===== config.mk =====
export PLATFORM = sky130hd
export DESIGN_NAME = pipe_skid_reg
export DESIGN_NICKNAME = d
export VERILOG_FILES = /design/src/rtl/pipe_pkg.sv /design/src/rtl/pipe_skid_reg_en_reg.sv /design/src/rtl/pipe_skid_reg.sv
export SDC_FILE = /design/constraint.sdc
export NUM_CORES = 1
export LEC_CHECK = 0
export BUFFER_PORTS_ARGS = -buffer_cell sky130_fd_sc_hd__buf_4
export CORE_UTILIZATION = 40
export CTS_CLUSTER_DIAMETER = 30
export DETAILED_ROUTE_END_ITERATION = 10
export PLACE_DENSITY = 0.76
export SLEW_MARGIN = 20
export SYNTH_ARGS = -nofsm -noshare
export SYNTH_HDL_FRONTEND = slang
export SYNTH_HIERARCHICAL = 1
export SYNTH_SLANG_ARGS = --single-unit

===== constraint.sdc =====
create_clock -name clk -period 1.8 [get_ports clk]
set_clock_uncertainty 0.2 [all_clocks]
set_input_delay 0.09 -clock clk [delete_from_list [all_inputs] [get_ports clk]]
set_output_delay 0.09 -clock clk [all_outputs]
set_load 0.01 [all_outputs]

===== src/rtl/pipe_pkg.sv =====
// Shared types for the pipeline skid register.
// The state encoding doubles as the occupancy count, so the state value can
// drive the occupancy port directly.
package pipe_pkg;

    typedef enum logic [1:0] {
        EMPTY = 2'b00,
        ONE   = 2'b01,
        TWO   = 2'b10
    } state_e;

endpackage : pipe_pkg


===== src/rtl/pipe_skid_reg_en_reg.sv =====
// Load-enable register with asynchronous active-low reset to a parameterised value.
// The pipeline stage uses one instance for the head entry and one for the skid entry.
module en_reg #(
    parameter int                 WIDTH     = 32,
    parameter logic [WIDTH-1:0]   RESET_VAL = '0
) (
    input  logic             clk,
    input  logic             rst_n,
    input  logic             en_i,
    input  logic [WIDTH-1:0] d_i,
    output logic [WIDTH-1:0] q_o
);

    logic [WIDTH-1:0] data_q;

    // Capture d_i when enabled; otherwise hold.
    // NOTE: sequential state uses non-blocking assignments so every flop samples pre-edge values.
    always_ff @(posedge clk or negedge rst_n) begin
        if (!rst_n) begin
            data_q <= RESET_VAL;
        end else if (en_i) begin
            data_q <= d_i;
        end
    end

    assign q_o = data_q;

endmodule : en_reg


===== src/rtl/pipe_skid_reg.sv =====
// Two-entry pipeline stage register with valid/ready handshake on both sides.
// in_ready comes from registered state only (never from out_ready), so the
// upstream ready path is fully registered. flush squashes both entries.
module pipe_skid_reg
    import pipe_pkg::*;
#(
    parameter int               WIDTH     = 32,
    parameter logic [WIDTH-1:0] RESET_VAL = '0
) (
    input  logic             clk,
    input  logic             reset,
    input  logic             flush,
    input  logic             in_valid,
    output logic             in_ready,
    input  logic [WIDTH-1:0] in_data,
    output logic             out_valid,
    input  logic             out_ready,
    output logic [WIDTH-1:0] out_data,
    output logic [1:0]       occupancy
);

    state_e           state_q, state_d;
    logic             in_xfer, out_xfer;
    logic             main_en, skid_en;
    logic [WIDTH-1:0] main_d, skid_d;
    logic [WIDTH-1:0] main_q, skid_q;

    assign in_xfer  = in_valid & in_ready;
    assign out_xfer = out_valid & out_ready;

    // State register: asynchronously cleared to EMPTY.
    always_ff @(posedge clk or negedge reset) begin
        if (!reset) begin
            state_q <= EMPTY;
        end else begin
            state_q <= state_d;
        end
    end

    // Next-state and register steering; flush overrides every transition.
    always_comb begin
        // NOTE: every signal gets a default first so no path leaves it unassigned (no latches).
        state_d = state_q;
        main_en = 1'b0;
        main_d  = in_data;
        skid_en = 1'b0;
        skid_d  = in_data;
        if (flush) begin
            state_d = EMPTY;
            main_en = 1'b1;
            main_d  = RESET_VAL;
            skid_en = 1'b1;
            skid_d  = RESET_VAL;
        end else begin
            unique case (state_q)
                EMPTY: begin
                    if (in_xfer) begin
                        state_d = ONE;
                        main_en = 1'b1;
                    end
                end
                ONE: begin
                    if (in_xfer && out_xfer) begin
                        main_en = 1'b1;
                    end else if (in_xfer) begin
                        state_d = TWO;
                        skid_en = 1'b1;
                    end else if (out_xfer) begin
                        state_d = EMPTY;
                    end
                end
                TWO: begin
                    // Head drains; the skid entry moves up into the head.
                    if (out_xfer) begin
                        state_d = ONE;
                        main_en = 1'b1;
                        main_d  = skid_q;
                    end
                end
                default: state_d = EMPTY;
            endcase
        end
    end

    // Handshake outputs derived from registered state and reset only.
    always_comb begin
        out_valid = (state_q != EMPTY);
        in_ready  = reset & (state_q != TWO);
        occupancy = state_q;
    end

    en_reg #(.WIDTH(WIDTH), .RESET_VAL(RESET_VAL)) u_main (
        .clk   (clk),
        .rst_n (reset),
        .en_i  (main_en),
        .d_i   (main_d),
        .q_o   (main_q)
    );

    en_reg #(.WIDTH(WIDTH), .RESET_VAL(RESET_VAL)) u_skid (
        .clk   (clk),
        .rst_n (reset),
        .en_i  (skid_en),
        .d_i   (skid_d),
        .q_o   (skid_q)
    );

    assign out_data = main_q;

endmodule : pipe_skid_reg


**Word level (Yosys, flattened, before mapping)**

Cells that the tools add are included.

- Eq/ne operators: 7
- Multiply operators: 0
- Mux-type cells: 19
- $add $sub $neg: 0
- Reduce and logical (&&, ||, !) cells: 4
- Order comparisons: 0
- Shift operators: 0
- Bitwise logic cells: 3
- Div/mod/pow operators: 0

Operators by type and width:

| cell | count |
|---|---|
| $mux 32 | 4 |
| $mux 2 | 6 |
| $ne 3x3->1 const B | 3 |
| $mux 1 | 7 |
| $pmux 2 s3 | 1 |
| $ne 4x4->1 const B | 1 |
| $reduce_and 4->1 | 1 |
| $and 1x1->1 | 3 |
| $pmux 1 s3 | 1 |
| $eq 2x1->1 const B | 1 |
| $eq 2x2->1 const B | 1 |
| $logic_not 2->1 | 1 |
| $ne 2x2->1 const B | 1 |
| $reduce_bool 2->1 | 1 |
| $logic_and 1x1->1 | 1 |

- Latch bits: 0
- Memories: 0
- Bits in registers: 66
- ROM bits: 0
- Word-level logic and storage cells: 36
- Input port bits: 37
- RAM bits: 0

**Logic depth before layout (Yosys ltp)**

Gate-level depths: netlist (run 1).

- Word-level depth: 7
- Mapped depth: 6
- Mapped depth without buffers: 4

**Modules after synthesis**

Netlist (run 1), hierarchy kept.

By module, submodules not included:

| module | sequential area each (um^2) | cells an instance | times used | area each (um^2) |
|---|---|---|---|---|
| en_reg | 800.8 | 68 | 2 | 1345.0 |
| pipe_skid_reg | 50.0 | 161 | 1 | 920.9 |

**Least setup slack after synthesis (run 1)**

OpenSTA, ideal clock, no wires.

- Path type: register -> register
- Start: register state_q[0], in the netlist occupancy[0]
- End: register u_main.data_q[0], in the netlist u_main/q_o[0]
- Path buffers: 2
- Path slack: -0.156 ns
- Data required time: 1.475 ns
- Library setup time: 0.125 ns
- Stages on the path, launching flop included: 7
- Arrival: 1.631 ns
- Path through: dfrtp_1 > and2b_1 > o21ai_0 > o311ai_0 > buf_6 > buf_12 > mux2_4

- Cells in the longest elaborated chain, start to end: 7

RTL lines:

| item | line | source |
|---|---|---|
| start: declaration | pipe_skid_reg.sv:22 | `state_e state_q, state_d;` |
| start signal: assignment | pipe_skid_reg.sv:36 | `state_q <= state_d;` |
| $ne 2x2->1 | pipe_skid_reg.sv:88 | `in_ready = reset & (state_q != TWO);` |
| $and 1x1->1 | pipe_skid_reg.sv:88 |  |
| $and 1x1->1 | pipe_skid_reg.sv:28 | `assign in_xfer = in_valid & in_ready;` |
| $logic_and 1x1->1 | pipe_skid_reg.sv:63 | `if (in_xfer && out_xfer) begin` |
| $mux 1 | pipe_skid_reg.sv:63 |  |
| $pmux 1 s3 (*) | pipe_skid_reg.sv:55 | `unique case (state_q)` |
| $mux 1 (*) | pipe_skid_reg.sv:48 | `if (flush) begin` |
| net main_en | pipe_skid_reg.sv:24 | `logic main_en, skid_en;` |
| end signal: assignment | pipe_skid_reg_en_reg.sv:22 | `data_q <= d_i;` |
| end: declaration | pipe_skid_reg_en_reg.sv:14 | `logic [WIDTH-1:0] data_q;` |

Mark *: on every way through the listed nets, which the timed path passes. The rest lies on a longest branch.
A chain may end at the register's enable or synchronous reset.

**Worst setup path after layout (run 1)**

- Start: register state_q[1], in the netlist occupancy[1]
- End: register u_main.data_q[31], in the netlist u_main/q_o[31]

The elaborated chain is that of the path after synthesis.

==> results of run 1 <==
-- worst register-to-register path: cells and delay by family, from the launching register on --
kind / cells / cell delay, ns
multiplexers: 1 / 0.36
AO/OA/AOI/OAI: 1 / 0.36
buffers and inverters: 2 / 0.41
flip-flops: 1 / 0.44
-- cell type report --
class | count | area, µm²
multi-input cells | 208 | 1770
repair buffers | 127 | 1160
flip-flops and latches | 66 | 1650
inverters | 1 | 3.75
well taps | 108 | 135
clock buffers | 9 | 124
fillers | 726 | 3800
clock inverters | 7 | 70.1
-- metrics by stage --
step / total power, mW / setup TNS, ns / util, % / hold slack [ns] / cell area, µm²
after floorplan: 2.18 / 0 / - / -0.406 / 3610
after global placement: 2.45 / -2.27 / 49.5 / -0.189 / 4310
after detailed placement: 2.48 / -4.71 / 49.5 / -0.184 / 4310
after CTS: 3.79 / -1.99 / 55.9 / 0.0143 / 4870
after global routing: 3.93 / -4.33 / 56.4 / 0.0301 / 4920
final: 3.75 / -1.73 / 56.4 / 0.0330 / 4920
-- worst paths after layout --
path	startpoint	endpoint	slack, ns
worst min-delay path	reset	occupancy[0]	0.03
worst max register to register	occupancy[1]	u_main/q_o[31]	-0.08
worst max-delay path	occupancy[1]	u_main/q_o[31]	-0.08
max in group asynchronous	reset	u_skid/q_o[5]	0.56
worst min register to register	u_skid/q_o[16]	u_skid/q_o[16]	0.31
min in group clk	out_ready	occupancy[0]	0.08
-- power by group through the flow --
stage	Sequential, mW	Combinational, mW	Clock (mW)
3_5_place_dp	1.74	0.740	0
6_report	1.71	0.814	1.23
4_1_cts	1.71	0.808	1.27
5_1_grt	1.73	0.872	1.33
2_1_floorplan	1.75	0.430	0
3_3_place_gp	1.73	0.717	0
-- cells in the mapped netlist --
cell / count / area (µm²)
dfrtp_1: 66 / 1650
o2bb2ai_1: 1 / 8.76
buf_6: 5 / 56.3
o31ai_1: 1 / 7.51
o21ai_0: 1 / 5.00
and3b_1: 2 / 17.5
mux2_4: 60 / 901
mux2_2: 4 / 45.0
nor2_1: 1 / 3.75
a21oi_2: 19 / 166
mux2i_1: 1 / 10.0
nand3b_1: 1 / 7.51
buf_2: 6 / 30.0
clkbuf_1: 4 / 15.0
or2_2: 1 / 6.26
o311ai_0: 1 / 8.76
buf_4: 1 / 7.51
inv_1: 1 / 3.75
nor2b_1: 33 / 206
and2b_1: 1 / 7.51
buf_12: 6 / 120
nand2_1: 65 / 244
nand2b_1: 1 / 6.26
a21oi_1: 14 / 70.1
nor3_1: 1 / 5.00
-- cell families (layout without fill, tap and decap cells) --
logic type / count (synthesis) / in the layout / synth area share, %
flops: 66 / 66 / 45.7
compound gates: 37 / 37 / 7.38
simple gates: 106 / 106 / 14.0
mux: 65 / 65 / 26.5
buf+inv: 23 / 144 / 6.44
-- flip-flops by register name, summed over array words and instances, names as in the netlist --
name        count
occupancy       2
u_skid/q_o     32
u_main/q_o     32
-- layer usage --
layer / wire, µm / global-route usage, %
met1: 3600 / 22.5
met2: 4230 / 31.4
met3: 391 / 4.99
met4: 119 / 5.51
met5: 0 / 0
-- what timing repair did --
action,4_1_cts,5_1_grt
hold buffers,34,0
resized for setup,4,0
setup endpoints to repair,41,64
buffers inserted,1,1
pin swaps,0,1
endpoints found under the hold margin,130,0
gates cloned,0,1
==> flow_summary.json, run 1 <==
{
  "path_class": "reg2reg",
  "p_clk_share_pct": 32.7,
  "placementRows": 34,
  "io_pins": 73,
  "hp-class": "in2async",
  "maxSlewViolCount": 0,
  "die-area_um2": 9410,
  "overflow": 0,
  "crit_path_cell_trace": "buf_12, o311ai_4, buf_12, mux2_2",
  "arrival_ns": 1.91,
  "vias": 2578,
  "cpPeakStageDelay_ns": 0.44,
  "stdcell_count": 526,
  "grt_usage_pct": 18.3,
  "switching_power_uw": 995,
  "cap_violations": 0,
  "crit_fanout": 22,
  "startpoint_type": "flip-flop",
  "fmax_mhz": 533,
  "cp_top_family": "flip-flops",
  "syn_to_final_growth_pct": 36.1,
  "switching_share_pct": 26.5,
  "dieWidth_um": 97.0,
  "grt_max_degree": 68,
  "grt_first_pass_wirelength_um": 13600,
  "portBuffers": 72,
  "setup_violations": 48,
  "dr.pass1.iters": 4,
  "antenna_left": 0,
  "wire_per_inst_um": 15.8,
  "syn_nets": 334,
  "reg2reg_depth": 4,
  "yosysSeqAreaShare_pct": 45.7,
  "yosysWarningCount": 6,
  "ys_ff_latch": 66,
  "grt_pass1_vias": 2813,
  "fin_nets": 450,
  "tightest_slew_ns": 0.783,
  "post-place-ws_ns": -0.164,
  "cp_num_cells": 4,
  "die_y_um": 97.0,
  "numCtsBuffers": 9,
  "n_antenna_cell": 0,
  "placed_cells": 473,
  "min_period_over_period_pct": 104,
  "gp_congestion": 0.787,
  "drtIter0Drc": 116,
  "clock-sinks": 66,
  "syn_area_um2": 3610,
  "fin_ws_ns": -0.0751,
  "cp_num_buf_inv": 2,
  "cts_tree": "built",
  "end_kind": "flip-flop",
  "root_buffer": "clkbuf_8",
  "relSlewSlack_pct": 47.8,
  "layout_min_cycle_time_ns": 1.88,
  "required_ns": 1.83,
  "cp_common_cell": "buf_12",
  "routed_wl_um": 8340,
  "leakage_nw": 2.44,
  "avgViaCountPerCell": 4.90,
  "cts_buffer_depth": 2,
  "avgSynthCellArea_um2": 12.2,
  "layout_commonest_cell": "buf_4",
  "p_int_mw": 2.76,
  "combPwrFrac_pct": 21.7,
  "netlist_instances": 297,
  "drive_gt1_share_pct": 47.4,
  "final_cell_mix": "82 x buf_4, 65 x nand2_1, 64 x dfrtp_1",
  "clk_pin_slew_ns": 0.08,
  "coreArea_um2": 8720,
  "peakVddDrop_mv": 0.470,
  "violations": "setup timing",
  "h-tree-depth": 3,
  "drc": 0,
  "clock_latency_ns": 0.34,
  "hold_viol_final": 0,
  "pwr_density_cell_nw_per_um2": 764,
  "synth.distinct_cells": 25,
  "rsz0062_at_grt": "true",
  "p_seq_share_pct": 45.6,
  "place_hpwl_um": 5310,
  "antenna_found_initial": 0,
  "outcome": "complete, but fails checks",
  "initial_utilization_pct": 41.4,
  "slowest_stage": "dfrtp_2"
}
Note: power is estimated with default switching activity, not from simulation.
==> run 2: changes to the inputs <==
--- a/config.mk
+++ b/config.mk
@@ -6,10 +6,10 @@
 export NUM_CORES = 1
 export LEC_CHECK = 0
 export BUFFER_PORTS_ARGS = -buffer_cell sky130_fd_sc_hd__buf_4
-export CORE_UTILIZATION = 40
+export CORE_UTILIZATION = 50
 export CTS_CLUSTER_DIAMETER = 30
 export DETAILED_ROUTE_END_ITERATION = 10
-export PLACE_DENSITY = 0.76
+export PLACE_DENSITY = 0.89
 export SLEW_MARGIN = 20
 export SYNTH_ARGS = -nofsm -noshare
 export SYNTH_HDL_FRONTEND = slang
==> run 2 against run 1 <==
Largest cell class unchanged. The run still ends with setup timing left. Critical endpoint is now u_main/q_o[4]. Via count is 3.0% higher. Sequential power barely moved. Maximum frequency increased by 2.4%. Clock power is 9.8% higher. Sequential share of layout area fell by 0.077 points.
==> flow_summary.json, run 2 (synthesis results as in run 1) <==
{
  "outcome": "complete, but fails checks",
  "violations": "setup timing",
  "p_total_mw": 3.90,
  "placementRows": 30,
  "clock_latency_ns": 0.35,
  "relSlewSlack_pct": 47.3,
  "fin_nets": 452,
  "peakVddDrop_mv": 0.432,
  "hold_viol_final": 0,
  "overflow": 0,
  "initial_utilization_pct": 52.6,
  "end_kind": "flip-flop",
  "cts_buffer_depth": 2,
  "io_pins": 73,
  "cts_tree": "built",
  "grt_max_degree": 68,
  "layout_commonest_cell": "buf_4",
  "required_ns": 1.82,
  "coreArea_um2": 6870,
  "min_period_over_period_pct": 102,
  "grt_usage_pct": 24.5,
  "leakage_nw": 2.48,
  "layout_min_cycle_time_ns": 1.83,
  "die-area_um2": 7570,
  "post-place-ws_ns": -0.0832,
  "rsz0062_at_grt": "true",
  "dr.pass1.iters": 4,
  "hold_slack_ns": 0.0336,
  "vias": 2656,
  "antenna_left": 0,
  "cap_violations": 0,
  "portBuffers": 72,
  "placed_cells": 459,
  "numCtsBuffers": 9,
  "grt_pass1_vias": 2887,
  "arrival_ns": 1.85,
  "fmax_mhz": 546,
  "drive_gt1_share_pct": 47.1,
  "nFillCells": 443,
  "avgViaCountPerCell": 5.15,
  "gp_congestion": 0.749,
  "place_hpwl_um": 5110,
  "drtIter0Drc": 162,
  "die_y_um": 87.0,
  "clk_pin_slew_ns": 0.07,
  "crit_fanout": 16,
  "maxSlewViolCount": 0,
  "startpoint_type": "flip-flop",
  "wire_per_inst_um": 16.9,
  "dieWidth_um": 87.0,
  "setup_violations": 38,
  "pwr_density_cell_nw_per_um2": 792,
  "final_cell_mix": "83 x buf_4, 65 x nand2_1, 64 x mux2_4, 64 x dfrtp_1, 36 x dlygate4sd3_1",
  "n_antenna_cell": 0,
  "clock-sinks": 66,
  "root_buffer": "clkbuf_8",
  "syn_to_final_growth_pct": 36.5,
  "routed_wl_um": 8710,
  "hp-class": "in2reg",
  "fin_ws_ns": -0.0309,
  "drc": 0,
  "antenna_found_initial": 0,
  "tightest_slew_ns": 0.791,
  "grt_first_pass_wirelength_um": 14000,
  "h-tree-depth": 3,
  "path_class": "reg2reg",
  "setup_tns_ns": -0.525,
  "stdcell_count": 516
}
## run 2: changes by cell type in the layout (fill, tap and decap cells not counted), moves of 2 or more
cell / change
clkbuf_1: +2
mux2_4: +3
dlygate4sd3_1: +2
buf_6: +2
mux2_2: -3
buf_12: -4
## run 2: area by class of cell
cell class,count,area [µm²],share of cell area (%)
Tap cell,96,120,2.44
Multi-Input combinational cell,208,1790,36.4
Sequential cell,66,1650,33.6
Clock inverter,5,78.8,1.60
Timing Repair Buffer,129,1150,23.3
Inverter,1,3.75,0.0762
Clock buffer,11,131,2.67
## run 2: final timing paths
path                               startpoint        endpoint  slack (ns)  depth (start not counted)
min in group asynchronous               reset  u_main/q_o[29]        0.37                          3
worst min-delay path                out_ready    occupancy[0]        0.03                          4
worst min register to register  u_skid/q_o[0]   u_skid/q_o[0]        0.31                          1
worst max-delay path             occupancy[1]   u_main/q_o[4]       -0.03                          5
max in group asynchronous               reset  u_skid/q_o[10]        0.51                          3
worst max register to register   occupancy[1]   u_main/q_o[4]       -0.03                          5
## run 2: metal layers
metal,track usage [%],vias up,part of all wire (%)
met1,30.9,1335,43
met3,4.83,21,4.1
met5,0,-,0
li1,-,1228,-
met4,11.5,0,2.6
met2,40.7,72,50
## run 2: through the flow
step	util [%]	cell area, µm²
2_1_floorplan	-	3610
3_3_place_gp	61.8	4250
3_5_place_dp	61.8	4250
4_1_cts	71.5	4910
5_1_grt	71.7	4930
6_report	71.7	4930
## run 2: worst max-delay path: stages, from the launching register on
cell,delay (ns)
dfrtp_2,0.39
and3b_1,0.21
o21ai_2,0.22
o311ai_4,0.17
buf_12,0.20
mux2_4,0.31
## run 2: timing repair
item                                    CTS  global route
endpoints found under the setup margin   57            64
endpoints found under the hold margin   126             1
pin swaps                                 1             1
cloned                                    1             1
gates resized for setup                  11             4
hold buffers                             36             1
buffers inserted                          3             1
## run 2: power by group
part           switching (mW)  leakage [nW]  total [mW]  internal (mW)
combinational           0.329          1.52       0.833          0.504
clock                   0.574         0.107        1.35          0.779
sequential             0.0932         0.849        1.71           1.62
